===== src/rtl/led_display_arbiter.sv =====
// led_display_arbiter
// Time-shares an eight-digit common-anode seven-segment display between two
// requesters. Owns the digit scan, anti-ghost blanking and hex decode, and
// hands ownership over only on frame boundaries with a minimum hold time.

module led_display_arbiter #(
  parameter int SCAN_DIV    = 4096,
  parameter int BLANK       = 16,
  parameter int HOLD_FRAMES = 64
) (
  input  logic        clk_peripheral,
  input  logic        reset,
  input  logic        req0,
  input  logic [39:0] digits0,
  input  logic [7:0]  mask0,
  input  logic        req1,
  input  logic [39:0] digits1,
  input  logic [7:0]  mask1,
  output logic [1:0]  gnt,
  output logic        frame,
  output logic [7:0]  an,
  output logic [7:0]  ca
);

  localparam int CW = (SCAN_DIV > 1) ? $clog2(SCAN_DIV) : 1;
  localparam int HW = $clog2(HOLD_FRAMES + 1);

  localparam logic [CW-1:0] CNT_MAX  = CW'(SCAN_DIV - 1);
  localparam logic [CW-1:0] BLANK_C  = CW'(BLANK);
  localparam logic [HW-1:0] HOLD_MAX = HW'(HOLD_FRAMES);

  typedef enum logic [1:0] {
    IDLE = 2'd0,
    OWN0 = 2'd1,
    OWN1 = 2'd2
  } state_t;

  state_t        state_q, state_d;
  logic [CW-1:0] cnt_q, cnt_d;
  logic [2:0]    d_q, d_d;
  logic [HW-1:0] hold_q, hold_d;
  logic [39:0]   snap_q, snap_d;
  logic [7:0]    smask_q, smask_d;
  logic [1:0]    gnt_q, gnt_d;
  logic          frame_q, frame_d;
  logic [7:0]    an_q, an_d;
  logic [7:0]    ca_q, ca_d;

  logic          is_e;
  logic [HW-1:0] frames_done;
  logic [2:0]    slot_bit;
  logic          anode_on;
  logic [4:0]    code;

  // Seven-segment decode of a 5-bit code: low nibble is hex, bit 4 lights dp.
  function automatic logic [7:0] decode(input logic [4:0] c);
    logic [7:0] p;
    case (c[3:0])
      4'h0: p = 8'hC0;
      4'h1: p = 8'hF9;
      4'h2: p = 8'hA4;
      4'h3: p = 8'hB0;
      4'h4: p = 8'h99;
      4'h5: p = 8'h92;
      4'h6: p = 8'h82;
      4'h7: p = 8'hF8;
      4'h8: p = 8'h80;
      4'h9: p = 8'h90;
      4'hA: p = 8'h88;
      4'hB: p = 8'h83;
      4'hC: p = 8'hC6;
      4'hD: p = 8'hA1;
      4'hE: p = 8'h86;
      default: p = 8'h8E;
    endcase
    if (c[4]) begin
      p[7] = 1'b0;
    end
    return p;
  endfunction

  // Scan counters: cnt walks through one digit slot, d walks the eight digits.
  always_comb begin
    is_e  = (cnt_q == CNT_MAX) && (d_q == 3'd7);
    cnt_d = cnt_q + CW'(1);
    d_d   = d_q;
    if (cnt_q == CNT_MAX) begin
      cnt_d = '0;
      d_d   = d_q + 3'd1;
    end
    if (is_e) begin
      cnt_d = '0;
      d_d   = 3'd0;
    end
  end

  // Arbitration at frame end; the hold test counts the frame now closing as
  // already shown, so an owner under contention gets exactly HOLD_FRAMES frames.
  always_comb begin
    state_d     = state_q;
    hold_d      = hold_q;
    snap_d      = snap_q;
    smask_d     = smask_q;
    gnt_d       = gnt_q;
    frame_d     = is_e;
    frames_done = (hold_q >= HOLD_MAX) ? HOLD_MAX : hold_q + HW'(1);

    if (is_e) begin
      case (state_q)
        IDLE: begin
          if (req0) begin
            state_d = OWN0;
          end else if (req1) begin
            state_d = OWN1;
          end
        end
        OWN0: begin
          if (!req0) begin
            state_d = req1 ? OWN1 : IDLE;
          end else if (req1 && (frames_done >= HOLD_MAX)) begin
            state_d = OWN1;
          end
        end
        OWN1: begin
          if (!req1) begin
            state_d = req0 ? OWN0 : IDLE;
          end else if (req0 && (frames_done >= HOLD_MAX)) begin
            state_d = OWN0;
          end
        end
        default: state_d = IDLE;
      endcase

      hold_d = (state_d == state_q) ? frames_done : '0;

      case (state_d)
        OWN0: begin
          snap_d  = digits0;
          smask_d = mask0;
          gnt_d   = 2'b01;
        end
        OWN1: begin
          snap_d  = digits1;
          smask_d = mask1;
          gnt_d   = 2'b10;
        end
        default: begin
          smask_d = 8'h00;
          gnt_d   = 2'b00;
        end
      endcase
    end
  end

  // Pin drive computed from the next scan position so an/ca line up with cnt/d.
  always_comb begin
    slot_bit = 3'd7 - d_d;
    anode_on = (cnt_d >= BLANK_C) && smask_d[slot_bit];
    code     = snap_d[5*slot_bit +: 5];
    an_d     = 8'hFF;
    ca_d     = 8'hFF;
    if (anode_on) begin
      an_d = ~(8'h01 << slot_bit);
      ca_d = decode(code);
    end
  end

  // State register with synchronous reset; everything visible is a flop.
  always_ff @(posedge clk_peripheral) begin
    if (reset) begin
      state_q <= IDLE;
      cnt_q   <= '0;
      d_q     <= 3'd0;
      hold_q  <= '0;
      snap_q  <= '0;
      smask_q <= 8'h00;
      gnt_q   <= 2'b00;
      frame_q <= 1'b0;
      an_q    <= 8'hFF;
      ca_q    <= 8'hFF;
    end else begin
      state_q <= state_d;
      cnt_q   <= cnt_d;
      d_q     <= d_d;
      hold_q  <= hold_d;
      snap_q  <= snap_d;
      smask_q <= smask_d;
      gnt_q   <= gnt_d;
      frame_q <= frame_d;
      an_q    <= an_d;
      ca_q    <= ca_d;
    end
  end

  assign gnt   = gnt_q;
  assign frame = frame_q;
  assign an    = an_q;
  assign ca    = ca_q;

endmodule

===== config.mk =====
export PLATFORM = sky130hd
export DESIGN_NAME = led_display_arbiter
export DESIGN_NICKNAME = d
export VERILOG_FILES = /design/src/rtl/led_display_arbiter.sv
export SDC_FILE = /design/constraint.sdc
export NUM_CORES = 1
export LEC_CHECK = 0
export CORE_ASPECT_RATIO = 1.4
export CORE_MARGIN = 2
export CORE_UTILIZATION = 44
export CTS_BUF_LIST = sky130_fd_sc_hd__clkbuf_4
export DETAILED_ROUTE_END_ITERATION = 6
export GPL_TIMING_DRIVEN = 0
export PLACE_DENSITY = 0.81
export SKIP_CTS_REPAIR_TIMING = 1
export SYNTH_ARGS = -nofsm -noshare
export SYNTH_HDL_FRONTEND = slang
export SYNTH_SLANG_ARGS = --single-unit

===== constraint.sdc =====
create_clock -name clk_peripheral -period 3.64 [get_ports clk_peripheral]
set_input_delay 0.546 -clock clk_peripheral [delete_from_list [all_inputs] [get_ports clk_peripheral]]
set_output_delay 0.546 -clock clk_peripheral [all_outputs]
set_load 0.005 [all_outputs]

After elaboration in Yosys (flattened, before gate mapping)
Memory sizes are Yosys's and may differ from the RTL's. A register that Yosys moved wholly into a read port is not among the register bits. Index checks and enable logic that the tools add are counted. Widths: inputs -> output; s select.

$add $sub $neg: 4. Multipliers: 1. Order comparisons: 4. Equality and inequality tests: 7. Shifts and indexed selects: 2. Mux-type cells: 24. Bitwise logic cells: 2. Reduce and logical (&&, ||, !) cells: 6.

Operators with widths (number): $pmux 40 s2 (1); $mux 40 (1); $shiftx 40x7->5 (1); $mux 12 (2); $mux 2 (8); $pmux 8 s2 (1); $ge 7x7->1 const B (2); $mux 7 (2); $add 12x1->12 const B (1); $eq 12x12->1 const B (1); $ge 12x5->1 const B (1); $mux 8 (1); $not 8->8 (1); $shl 1x3->8 const A (1); $add 7x1->7 const B (1); $mul 3x3->6 const A (1); $mux 3 (2); $pmux 2 s3 (1); $eq 2x1->1 const B (2); $eq 2x2->1 const B (2); $logic_and 1x1->1 (4); $lt 3x4->1 const B (1); $pmux 2 s2 (1); $add 3x1->3 const B (1); other kinds (8) (10).

Flip-flop bits (word level): 91. Bits in read-only memories: 112. Input bits: 100. Memories kept: 1.

Memories: (no name shown) (depth 16, width 7, read ports 1, clocked after memory_dff 1, write ports 0, line 58) `case (c[3:0])`.

Longest topological paths before layout
Depth in word-level cells: 16. Depth in mapped cells: 23.

Least setup slack after synthesis
No wires, ideal clock.

Path type: register to register. Start: reg hold_q[0]. End: reg ca_q[5] (netlist: ca[5]). Setup time: 137 ps. Arrival: 3864 ps. Path slack: -361 ps. Stages on the path, launching flop included: 22. Buffers on the path: 4. Path through: dfxtp_1 -> ha_1 -> and3_1 -> a31o_2 -> nand2_1 -> a21oi_1 -> o21a_1 -> ha_1 -> nor2b_1 -> and4_1 -> buf_4 -> buf_12 -> buf_12 -> buf_6 -> mux2i_1 -> mux2i_1 -> a211oi_1 -> a21o_1 -> inv_1 -> ha_1 -> o31ai_1 -> o221ai_1.

Cells in the longest elaborated chain, start to end: 16.

RTL lines: start: declaration (line 41) `logic [HW-1:0] hold_q, hold_d;`; start signal: assignment (line 185) `hold_q <= hold_d;`; $add 7x1->7 / $ge 7x7->1 (equally long branches) (line 106) `frames_done = (hold_q >= HOLD_MAX) ? HOLD_MAX : hold_q + HW'(1);`; $mux 7 (*) (line 106); $ge 7x7->1 (*) (line 120, 127); $logic_and 1x1->1, on equally long branches (line 127, 120); $mux 2, on equally long branches (line 127, 120); $mux 2, on equally long branches (line 125, 118); $pmux 2 s3 (*) (line 109) `case (state_q)`; $mux 2 (*) (line 108) `if (is_e) begin`; branches (longest 8 deep; another with $pmux 40 s2); end: declaration (line 47) `logic [7:0] ca_q, ca_d;`.

Every way passes the cells marked *. The select of a mux whose other input is x is not followed. A chain may end at the register's enable or synchronous reset.

Final worst setup path
Start: reg hold_q[0]. End: reg ca_q[0] (netlist: ca[0]).

The elaborated chain is that of the path after synthesis.

==> impl_results.md <==
- Status: finished with violations
- Violated checks: negative setup slack
- Warnings from Yosys: 0
- Mapped Nets: between 600 and 700
- Post-synthesis cell count: between 500 and 600
- Drt pass-1 iters: 5
- Area after DPL: between 0.006 and 0.007 sq mm
- First-pass GRT wire length: ~21000 microns
- Clock Sinks: 91
- Share of flip-flops with an asynchronous set or reset: 0%
- RSZ-0062 raised after global routing: true
- Synthesized area: between 0.004 and 0.005 sq mm
- Area leader, netlist: dfxtp_1
- Vias in the first global route: ~4500
- Core region area: 0.0108 sq mm
- GRT overflow: 0
- Min Clock Period, post-route: 4.18 ns
- Nets: ~800
- Leakage power: 2.54 nW
- Initial DRC count: roughly 300
- EDFF count, synth: 0
- Met1 Use GR: between 20% and 30%
- Ant. Diodes: 0
- Met2 Use GR: 41.9%
- Critical Path End: ca[0]
- Synth-to-layout area growth: 44.8%
- Top_reg_cell synth: dfxtp_1
- End-of-flow core utilization: between 60% and 70%
- Final Wtd Congestion: approximately 0.84
- Setup Total Neg Slack: -3.09 ns
- WHS: approximately 0.51 ns
- Critical Path RT: about 4.0 ns
- Post-synth cell types: 61
- Worst R2R End: ca[0]
- CP Capture Type: register
- CP startpoint: hold_q[0]
- WL final: roughly 15000 microns
- GRT Total Usage: between 20% and 30%
- Final setup vio count: 7
- Most used routing layer: met2
- CTS root buf: clkbuf_4
- Die Y: between 100 and 150 microns
- Fmax: around 240 MHz
- Yosys top cell area share: 37.9%
- WL/cell: between 15 and 20 microns
- CP Max Fanout: 10
- Max Slew Vio Count: 0
- Routed Antenna Nets: 0
- Period utilization: 115%
- Avg Cell Area, Syn: around 9 sq um
- # rows: 45
- Worst skew pair latency: ~0.47 ns
- Final Hold Violating Endpoints: 0
- Die W: 92.4 microns
- Initial Util: 44.7%
- CP Class: reg -> reg
- Design area: roughly 0.007 sq mm
- CTS clk-pin slew, worst paths: ~0.15 ns
- Synth top area cells: dfxtp_1 38%, mux2i_1 9.8%, nor2_1 5.8%
- Startpoint types: register
- CTS buffer count: 9
- Setup Skew: 0.0194 ns
- Reg2Reg Depth: 19
- Total number of vias: roughly 4800
- Drt drc: 0
- Port bufs: 117
- Grt met3 use: between 3 and 4%
- Clock buffer depth: 2
- Max VDD drop: 0.161 mV
- Initial antenna violation count: 0
- DP Cell Count: a little under 800
- Worst-Margin Slew: 0.792 ns
- Reg2reg setup slack: -0.54 ns
- Final setup margin: -0.536 ns
- DP Wirelength: just over 10000 microns
- Rel. slew slack: 45.7%
- WP data arrival: 4.55 ns
- Seq cells post-synth: 91
- Sequential area share after synthesis: approximately 38%
- Pin count of the biggest net entering global routing: 17
- Share of cells above drive strength 1: a little under a fifth
- H-Tree Depth: 3
- IO Pins: about 120
- Max-cap violation count: 0
- Worst hold path class: reg -> reg
- CTS tree: done
- DR vias/cell: between 5 and 6
- Pre-CTS WS: -0.921 ns
- Crit Reg-Reg Startpoint: hold_q[0]
- Power Total: ~1.8 mW
- Pwr Density: 261 mW/mm^2
- Final Non-Filler Cells: between 800 and 900
- Full die area: ~0.012 sq mm
[power breakdown]
group          internal [mW]  leakage (nW)  switching [mW]
Combinational          0.138          1.73          0.0871
Clock                  0.214        0.0710           0.375
Sequential             0.998         0.736         0.00285
[synth_stat cells, types with 3 or more instances]
cell and n:
o22ai_1 3, inv_1 14, o211ai_1 4, nand2_1 23, o21ai_0 16, nand4_1 6
nor3_1 9, a211oi_1 12, a22oi_1 18, xnor2_1 6, a21oi_1 22, clkbuf_1 26
nand3_1 13, o2bb2ai_1 8, and3_1 6, a211o_1 3, mux2i_1 47, xor2_1 3
a22o_1 30, nor2b_1 5, or3_1 3, ha_1 15, or3b_2 3, mux2_2 4
o221ai_1 6, and2_1 13, buf_2 7, nor2_1 74, o21a_1 3, dfxtp_1 91
and4_1 3
[area by class of cell]
cell class	instances	area, sq um
well taps	141	176
clock buffers	9	67.6
multi-input cells	389	3040
clock inverters	7	75.1
repair buffers	148	1460
inverters	14	52.6
fillers	828	3790
flip-flops and latches	91	1830
plain buffers	41	269
[cell usage in the layout, fill, tap and decap left out, drive strengths merged, types with 18 or more instances in the layout]
cell type      Yosys  routed
a21oi             22      22
a22o              30      30
a22oi             18      18
buf               15      49
clkbuf            26      32
clkdlybuf4s50      0     117
dfxtp             91      91
mux2i             47      47
nand2             23      23
nor2              75      75
[sequential cells by signal, summed over array words and instances, names as in the netlist]
register  count
snap_q       40
cnt_q        12
an            8
ca            8
smask_q       8
hold_q        7
d_q           3
gnt           2
state_q       2
frame         1
[how the worst min path moves through the flow]
stage | from | endpoint | slack [ns] | depth (start not counted)
after floorplan | snap_q[24] | snap_q[24] | 0.45 | 2
after global placement | snap_q[24] | snap_q[24] | 0.46 | 2
after detailed placement | snap_q[4] | snap_q[4] | 0.48 | 2
after CTS | reset | cnt_q[4] | 0.51 | 2
after global routing | cnt_q[0] | cnt_q[0] | 0.54 | 1
final | cnt_q[0] | cnt_q[0] | 0.51 | 1
[layer usage]
metal	up-vias	share of wire [%]
met2	174	53
met1	2346	38
li1	2272	-
met5	-	0
met4	0	4.7
met3	47	4.7
[worst max-delay path, cell delays in order (launching register included)]
cell and delay, ns:
dfxtp_4 0.39, ha_4 0.16, and3_4 0.19, a31oi_4 0.18, a21oi_1 0.09, o211ai_1 0.20, buf_4 0.17, ha_4 0.21
nor2b_1 0.15, and4_1 0.21, buf_6 0.13, clkbuf_16 0.14, clkbuf_16 0.13, mux2i_1 0.40, o221ai_2 0.24, a21oi_2 0.42
nor2_4 0.08, buf_6 0.16, xnor2_1 0.14, a311oi_1 0.25
[logic make-up after synthesis]
kind of cell               synth area share [%]
adders and majority gates                  3.90
buffers and inverters                      5.62
DFF                                        37.9
xor gates and xnor gates                   1.64
and+or+nand+nor                            17.1
AOI/OAI and AO/OA                          23.1
muxes                                      10.7
Note: power is estimated with default switching activity, not from simulation.
